### config.mk
export PLATFORM = sky130hd
export DESIGN_NAME = l2_port_arbiter
export DESIGN_NICKNAME = d
export VERILOG_FILES = /design/src/rtl/lc3b_types.sv /design/src/rtl/l2_port_arbiter.sv
export SDC_FILE = /design/constraint.sdc
export NUM_CORES = 1
export LEC_CHECK = 0
export ABC_AREA = 1
export ABC_CLOCK_PERIOD_IN_PS = 3740
export CAP_MARGIN = 40
export CORE_AREA = 2 2 541 543
export DETAILED_ROUTE_END_ITERATION = 16
export DIE_AREA = 0 0 543 545
export SLEW_MARGIN = 25
export SYNTH_ARGS = -nofsm -noshare
export SYNTH_HDL_FRONTEND = slang
export SYNTH_SLANG_ARGS = --single-unit
export TNS_END_PERCENT = 5
### constraint.sdc
create_clock -name clk -period 3.74 [get_ports clk]
set_input_delay 0.748 -clock clk [delete_from_list [all_inputs] [get_ports clk]]
set_output_delay 0.748 -clock clk [all_outputs]
set_load 0.01 [all_outputs]
### src/rtl/lc3b_types.sv
// Shared LC-3b type definitions used by the cache hierarchy.
package lc3b_types;

    localparam int unsigned LC3B_LINE_W = 256;

    typedef logic [15:0]            lc3b_word;
    typedef logic [LC3B_LINE_W-1:0] lc3b_c_line;

endpackage

### src/rtl/l2_port_arbiter.sv
// Round-robin arbiter sharing the single L2 port between the I-cache and
// D-cache miss paths. The grant is held until l2_resp, followed by one
// dead cycle before the next arbitration.
module l2_port_arbiter
    import lc3b_types::*;
#(
    parameter int unsigned LINE_W = 256,
    parameter int unsigned CNT_W  = 16
) (
    input  logic              clk,
    input  logic              rst_n,

    input  logic              i_read,
    input  logic [15:0]       i_address,
    output logic [LINE_W-1:0] i_rdata,
    output logic              i_resp,

    input  logic              d_read,
    input  logic              d_write,
    input  logic [15:0]       d_address,
    input  logic [LINE_W-1:0] d_wdata,
    output logic [LINE_W-1:0] d_rdata,
    output logic              d_resp,

    output logic              l2_read,
    output logic              l2_write,
    output logic [15:0]       l2_address,
    output logic [LINE_W-1:0] l2_wdata,
    input  logic [LINE_W-1:0] l2_rdata,
    input  logic              l2_resp,

    output logic [CNT_W-1:0]  i_grant_cnt,
    output logic [CNT_W-1:0]  d_grant_cnt
);

    typedef enum logic [1:0] {
        IDLE = 2'd0,
        BUSY = 2'd1,
        GAP  = 2'd2
    } arb_state_t;

    typedef enum logic {
        GNT_I = 1'b0,
        GNT_D = 1'b1
    } gnt_t;

    arb_state_t        state_q;
    gnt_t              last_q;
    gnt_t              winner_q;
    logic              rd_q;
    logic              wr_q;
    lc3b_word          addr_q;
    logic [LINE_W-1:0] wdata_q;
    logic [CNT_W-1:0]  icnt_q;
    logic [CNT_W-1:0]  dcnt_q;

    logic              i_req;
    logic              d_req;
    gnt_t              grant_d;
    logic              done;

    // Round-robin pick: a lone requester wins; on a tie the one not served last wins.
    always_comb begin
        i_req   = i_read;
        d_req   = d_read | d_write;
        grant_d = GNT_I;
        if (d_req && (!i_req || (last_q == GNT_I))) begin
            grant_d = GNT_D;
        end
    end

    // Arbiter FSM: grant and latch in IDLE, hold through BUSY, one dead GAP cycle.
    always_ff @(posedge clk) begin
        if (!rst_n) begin
            state_q  <= IDLE;
            last_q   <= GNT_I;
            winner_q <= GNT_I;
            rd_q     <= 1'b0;
            wr_q     <= 1'b0;
            addr_q   <= '0;
            wdata_q  <= '0;
            icnt_q   <= '0;
            dcnt_q   <= '0;
        end else begin
            case (state_q)
                IDLE: begin
                    if (i_req || d_req) begin
                        winner_q <= grant_d;
                        state_q  <= BUSY;
                        if (grant_d == GNT_D) begin
                            addr_q  <= d_address;
                            // d_write wins over a simultaneous d_read
                            rd_q    <= ~d_write;
                            wr_q    <= d_write;
                            wdata_q <= d_write ? d_wdata : '0;
                        end else begin
                            addr_q  <= i_address;
                            rd_q    <= 1'b1;
                            wr_q    <= 1'b0;
                            wdata_q <= '0;
                        end
                    end
                end
                BUSY: begin
                    if (l2_resp) begin
                        rd_q    <= 1'b0;
                        wr_q    <= 1'b0;
                        last_q  <= winner_q;
                        state_q <= GAP;
                        if (winner_q == GNT_I) begin
                            if (icnt_q != '1) icnt_q <= icnt_q + 1'b1;
                        end else begin
                            if (dcnt_q != '1) dcnt_q <= dcnt_q + 1'b1;
                        end
                    end
                end
                GAP: begin
                    state_q <= IDLE;
                end
                default: begin
                    state_q <= IDLE;
                end
            endcase
        end
    end

    // Response routing: only the current winner sees l2_resp and l2_rdata.
    always_comb begin
        done    = (state_q == BUSY) && l2_resp;
        i_resp  = done && (winner_q == GNT_I);
        d_resp  = done && (winner_q == GNT_D);
        i_rdata = i_resp ? l2_rdata : '0;
        d_rdata = d_resp ? l2_rdata : '0;
    end

    assign l2_read     = rd_q;
    assign l2_write    = wr_q;
    assign l2_address  = addr_q;
    assign l2_wdata    = wdata_q;
    assign i_grant_cnt = icnt_q;
    assign d_grant_cnt = dcnt_q;

endmodule

; After elaboration in Yosys (flattened, before gate mapping)
; Index checks and enable logic that the tools add are counted.
[op_classes]
div = 0
reduce_logical = 15
mux = 16
n_mul = 0
addsub = 2
order_cmp = 0
shift = 0
eq_ne = 5
bitwise = 4
[op_table]
columns = cell, count
row1 = $mux W256, 4
row2 = $add A16 B1 Y16 const B, 2
row3 = $ne A16 B16 Y1 const B, 2
row4 = $mux W16, 1
row5 = $reduce_and A4 Y1, 2
row6 = $mux W1, 6
row7 = $reduce_and A2 Y1, 3
row8 = $logic_and A1 B1 Y1, 4
row9 = $mux W2, 2
row10 = $ne A2 B2 Y1 const B, 2
row11 = $pmux W1 S2, 2
row12 = $pmux W2 S2, 1
row13 = $not A1 Y1, 3
row14 = $reduce_and A3 Y1, 1
row15 = $eq A2 B1 Y1 const B, 1
row16 = $logic_not A2 Y1, 1
row17 = $logic_or A1 B1 Y1, 2
row18 = $reduce_bool A2 Y1, 1
row19 = $logic_not A1 Y1, 1
row20 = $or A1 B1 Y1, 1
[word_totals]
ff_bits = 310
latch_bits = 0
input_bits = 550
memories = 0
mem_bits_rw = 0
output_inout_bits = 820
mem_bits_ro = 0
wordCells = 51

; Logic depth before layout (Yosys ltp)
[depth]
ltp_word = 7
depth_mapped = 10

; Worst setup path before layout
; OpenSTA, ideal clock, no wires.
[synth_path]
path_type = input -> output
from = input l2_resp
to = output d_rdata[225]
stages = 6
arrival_ns = 1.653
path_buffers = 2
path_slack_ns = 1.339
cell_sequence = nand3_1 -> inv_1 -> nand2_2 -> buf_2 -> buf_1 -> nor2_1
[synth_via]
elab_chain_cells = 3
[synth_rtl]
columns = item, line
row1 = "start, declared", l2_port_arbiter.sv:30  ; input logic l2_resp,
row2 = $logic_and A1 B1 Y1, l2_port_arbiter.sv:129  ; done = (state_q == BUSY) && l2_resp;
row3 = $logic_and A1 B1 Y1, l2_port_arbiter.sv:131  ; d_resp = done && (winner_q == GNT_D);
row4 = $mux W256, l2_port_arbiter.sv:133  ; d_rdata = d_resp ? l2_rdata : '0;
row5 = "end, declared", l2_port_arbiter.sv:22  ; output logic [LINE_W-1:0] d_rdata,
; No other way between the ends.

; Worst setup path in the final report
[layout_path]
from = input l2_resp
to = output i_rdata[58]
[layout_via]
elab_chain_cells = 3
[layout_rtl]
columns = item, line
row1 = $logic_and A1 B1 Y1, l2_port_arbiter.sv:129
row2 = $logic_and A1 B1 Y1, l2_port_arbiter.sv:130  ; i_resp = done && (winner_q == GNT_I);
row3 = $mux W256, l2_port_arbiter.sv:132  ; i_rdata = i_resp ? l2_rdata : '0;
row4 = "end, declared", l2_port_arbiter.sv:15  ; output logic [LINE_W-1:0] i_rdata,
; No other way between the ends.

==> report_table.html <==
<table>
<tr><th>Metric</th><th>Value</th></tr>
<tr><th colspan="2">Run status</th></tr>
<tr><td>Status</td><td>finished clean</td></tr>
<tr><th colspan="2">Synthesis</th></tr>
<tr><td>Count of state elements after synthesis</td><td>310</td></tr>
<tr><td>Area share of the largest cell type after synthesis</td><td>0.432</td></tr>
<tr><td>Total nets after synthesis</td><td>2671</td></tr>
<tr><td>Async set-reset flop share out of synthesis</td><td>0</td></tr>
<tr><td>Mapped Area</td><td>14400 sq um</td></tr>
<tr><td>Synth warnings</td><td>0</td></tr>
<tr><td>Sequential-to-total area share from yosys stat</td><td>0.432</td></tr>
<tr><td>Number of enable flip-flop cells after synthesis</td><td>0</td></tr>
<tr><td>Most area-consuming cells after synthesis</td><td>sky130_fd_sc_hd__dfxtp_1 43%, sky130_fd_sc_hd__nor2_1 21%, sky130_fd_sc_hd__a22oi_1 12%</td></tr>
<tr><td>Mean cell area of the mapped netlist</td><td>6.78 sq um</td></tr>
<tr><td>Syn Inst Count</td><td>2119</td></tr>
<tr><td>Synth cell types</td><td>26</td></tr>
<tr><td>Top flip-flop cell by instance count after synthesis</td><td>sky130_fd_sc_hd__dfxtp_1</td></tr>
<tr><td>Library cell with the largest summed area after synthesis</td><td>sky130_fd_sc_hd__dfxtp_1</td></tr>
<tr><th colspan="2">Worst setup path</th></tr>
<tr><td>Worst reg-to-reg path cell count</td><td>10</td></tr>
<tr><td>Ordered list of cells on the worst path</td><td>clkbuf_2 -&gt; nand3_1 -&gt; inv_1 -&gt; buf_12 -&gt; nand2_4 -&gt; buf_4 -&gt; nor2_1 -&gt; clkdlybuf4s50_1</td></tr>
<tr><td>Worst Path Arrival</td><td>2.69 ns</td></tr>
<tr><td>Endpoint kind of the worst setup timing path</td><td>output port</td></tr>
<tr><td>Critical path start-end classification</td><td>in2out</td></tr>
<tr><td>Crit path largest cell delay</td><td>0.65 ns</td></tr>
<tr><td>Required time of the critical path</td><td>2.99 ns</td></tr>
<tr><td>Worst-path cell with the longest stage delay</td><td>sky130_fd_sc_hd__clkdlybuf4s50_1</td></tr>
<tr><td>Critical Path Source Type</td><td>input port</td></tr>
<tr><td>Critical path peak fanout</td><td>22</td></tr>
<tr><th colspan="2">Placement</th></tr>
<tr><td>Gpl congestion</td><td>0.939</td></tr>
<tr><td>HPWL after detailed placement</td><td>166000 um</td></tr>
<tr><td>IO buf count</td><td>1369</td></tr>
<tr><th colspan="2">Cells and area</th></tr>
<tr><td>Final #Nets</td><td>3999</td></tr>
<tr><td>Area overhead of the layout relative to synthesis</td><td>143%</td></tr>
<tr><td>Most used cells in the layout excluding fill and tap cells</td><td>1264 x sky130_fd_sc_hd__clkdlybuf4s50_1, 797 x sky130_fd_sc_hd__nor2_1, 310 x sky130_fd_sc_hd__dfxtp_1</td></tr>
<tr><td>Layout cell share with drive strength beyond 1</td><td>0.0711</td></tr>
<tr><td>Most common cell after layout, fill and taps aside</td><td>sky130_fd_sc_hd__clkdlybuf4s50_1</td></tr>
<tr><th colspan="2">STA</th></tr>
<tr><td>TNS Setup</td><td>0 ns</td></tr>
<tr><td>Achievable clock frequency</td><td>0.291 GHz</td></tr>
<tr><td>RSZ-0062 raised after global routing</td><td>no</td></tr>
<tr><td>Post-layout minimum cycle time</td><td>3.44 ns</td></tr>
<tr><td>Max transition margin</td><td>0.499</td></tr>
<tr><td>Final number of hold-violating endpoints</td><td>0</td></tr>
<tr><td>Slew at the pin with the worst max-slew slack</td><td>0.748 ns</td></tr>
<tr><td>Portion of the clock cycle consumed by the worst path in the final layout</td><td>0.919</td></tr>
<tr><td>Clock Skew</td><td>0.0121 ns</td></tr>
<tr><td>Max-slew violations</td><td>0</td></tr>
<tr><td>Endpoints failing setup</td><td>0</td></tr>
<tr><th colspan="2">Drt</th></tr>
<tr><td>Post-route ant nets</td><td>0</td></tr>
<tr><td>Wire per inst</td><td>25.0 um</td></tr>
<tr><td>Count of routing violations after the opening detailed-route iteration</td><td>1513</td></tr>
<tr><td>Detailed Route WL</td><td>185000 um</td></tr>
<tr><td>DR pass1 iterations</td><td>5</td></tr>
<tr><td>Number of vias after detailed routing</td><td>20.4k</td></tr>
<tr><td>Vias per std cell</td><td>2.75</td></tr>
<tr><td>DRC violation count after routing</td><td>0</td></tr>
<tr><th colspan="2">Floorplan</th></tr>
<tr><td>Chip width</td><td>543 um</td></tr>
<tr><td>Initial cell density of the core</td><td>0.0495</td></tr>
<tr><td>Core footprint</td><td>290000 sq um</td></tr>
<tr><td>Number of rows in the core area</td><td>198</td></tr>
<tr><td>Die area</td><td>296000 sq um</td></tr>
<tr><td>Die H</td><td>545 um</td></tr>
<tr><td>I/O pin count</td><td>1370</td></tr>
<tr><th colspan="2">Clock tree</th></tr>
<tr><td>Number of buffers inserted during clock tree synthesis</td><td>38</td></tr>
<tr><td>Count of H-tree levels built during CTS</td><td>2</td></tr>
<tr><td>Maximum buffer depth of the clock tree</td><td>3</td></tr>
<tr><td>Gates resized, CTS repair</td><td>3</td></tr>
<tr><td>CTS Hold Bufs</td><td>0</td></tr>
<tr><td>Library cell used as clock root buffer</td><td>sky130_fd_sc_hd__clkbuf_16</td></tr>
<tr><td>CTS tree</td><td>built</td></tr>
<tr><td>Clock latency at the later pin of the worst-skew pair</td><td>0.60 ns</td></tr>
<tr><td>Num Clock Sinks</td><td>310</td></tr>
<tr><td>Clock-pin slew on the worst setup and hold paths</td><td>0.06 ns</td></tr>
<tr><td>Number of setup buffers added after CTS</td><td>0</td></tr>
<tr><th colspan="2">Global routing</th></tr>
<tr><td>Overflow left after global routing</td><td>0</td></tr>
<tr><td>Largest net degree at the start of global routing</td><td>96</td></tr>
<tr><td>Antenna violations before repair</td><td>121</td></tr>
<tr><td>First-pass GRT wire length</td><td>222000 um</td></tr>
<tr><td>Via count of the first global-routing pass</td><td>19.0k</td></tr>
<tr><td>Total global routing track utilization</td><td>0.118</td></tr>
<tr><th colspan="2">Min path</th></tr>
<tr><td>Worst Hold Path Cells</td><td>2</td></tr>
<tr><td>Worst min-delay path category</td><td>reg2reg</td></tr>
<tr><th colspan="2">Run</th></tr>
<tr><td>Max-capacitance violation count</td><td>0</td></tr>
<tr><th colspan="2">Power</th></tr>
<tr><td>Peak ir drop on the vdd network</td><td>332 uV</td></tr>
<tr><td>Ratio of total power to cell area</td><td>301 nW/um^2</td></tr>
<tr><td>Overall power</td><td>10500 uW</td></tr>
<tr><td>Pleak</td><td>0.0130 uW</td></tr>
</table>
[critical path: cells and delay by family]
family / cells / cell delay, ns
buf+inv: 5 / 1.36
simple gates: 3 / 0.55
[metrics by stage]
stage	hold slack (ns)	util	std cells	instance area, sq um	setup WS [ns]
global placement	0.452	0.115	7299	33500	-0.430
floorplan	0.446	-	2119	14400	1.34
detailed placement	0.458	0.116	7307	33600	-0.378
CTS	0.469	0.120	7376	34800	0.0102
finish	0.468	0.120	7405	34900	0.303
global route	0.485	0.120	7401	34900	0.194
[synth_stat cells (2+ instances only)]
master                     count
sky130_fd_sc_hd__clkbuf_1     50
sky130_fd_sc_hd__nand4_1       9
sky130_fd_sc_hd__buf_1         5
sky130_fd_sc_hd__xnor2_1       2
sky130_fd_sc_hd__dfxtp_1     310
sky130_fd_sc_hd__nand2_1     174
sky130_fd_sc_hd__nand3b_1      3
sky130_fd_sc_hd__a21oi_1      49
sky130_fd_sc_hd__inv_1       291
sky130_fd_sc_hd__ha_1          2
sky130_fd_sc_hd__nor2_2        2
sky130_fd_sc_hd__nor2_1      797
sky130_fd_sc_hd__inv_2         3
sky130_fd_sc_hd__nor3_1        2
sky130_fd_sc_hd__nand3_1      38
sky130_fd_sc_hd__xor2_1        9
sky130_fd_sc_hd__a31oi_1      17
sky130_fd_sc_hd__buf_2        76
sky130_fd_sc_hd__a22oi_1     230
sky130_fd_sc_hd__buf_4        22
sky130_fd_sc_hd__nand2_2       4
sky130_fd_sc_hd__o21ai_0      20
[power breakdown]
group / leakage, uW / total [uW] / switching [uW] / internal, uW
combinational: 0.00982 / 3090 / 1670 / 1420
sequential: 0.00253 / 3610 / 120 / 3490
clock: 0.000615 / 3810 / 1650 / 2150
[flip-flops by register name (all words and copies together) (netlist names)]
register and count:
d_grant_cnt 16, i_grant_cnt 16, l2_address 16, l2_read 1, l2_wdata 256, l2_write 1, last_q 1, state_q 2
winner_q 1
[cells by family (layout without fill, tap and decap cells)]
family,Yosys count,in the layout,synth area share
buf+inv,447,1804,0.129
other cells,0,29,0
compound gates,320,320,0.154
fa+ha+maj,2,2,0.00174
xor+xnor,11,11,0.00671
simple gates,1029,1029,0.276
flops,310,310,0.432
[final cells by class]
type,instances,area (sq um)
diodes,29,72.6
clock buffers,56,1110
clock inverters,13,136
fillers,33552,255000
inverters,294,1110
multi-input cells,1362,6320
flip-flops and latches,310,6210
well taps,3900,4880
repair buffers,1441,15100
[path summary, 6_finish.rpt]
kind / to / slack (ns) / from
worst min-delay path: l2_wdata[234]$_SDFFE_PN0P_ / 0.47 / l2_wdata[234]$_SDFFE_PN0P_
worst min register to register: l2_wdata[234]$_SDFFE_PN0P_ / 0.47 / l2_wdata[234]$_SDFFE_PN0P_
worst max register to register: d_grant_cnt[15]$_SDFFE_PN0P_ / 1.69 / state_q[1]$_SDFFE_PN0P_
worst max-delay path: i_rdata[58] / 0.30 / l2_resp
[routing by layer]
layer / global-route usage / vias up / share of wire
met5: 0 / - / 0.0010
met4: 0.0570 / 28 / 0.054
met3: 0.0972 / 347 / 0.19
met2: 0.196 / 1320 / 0.46
met1: 0.101 / 9359 / 0.30
li1: - / 9306 / -
(Power assumes the default switching activity.)
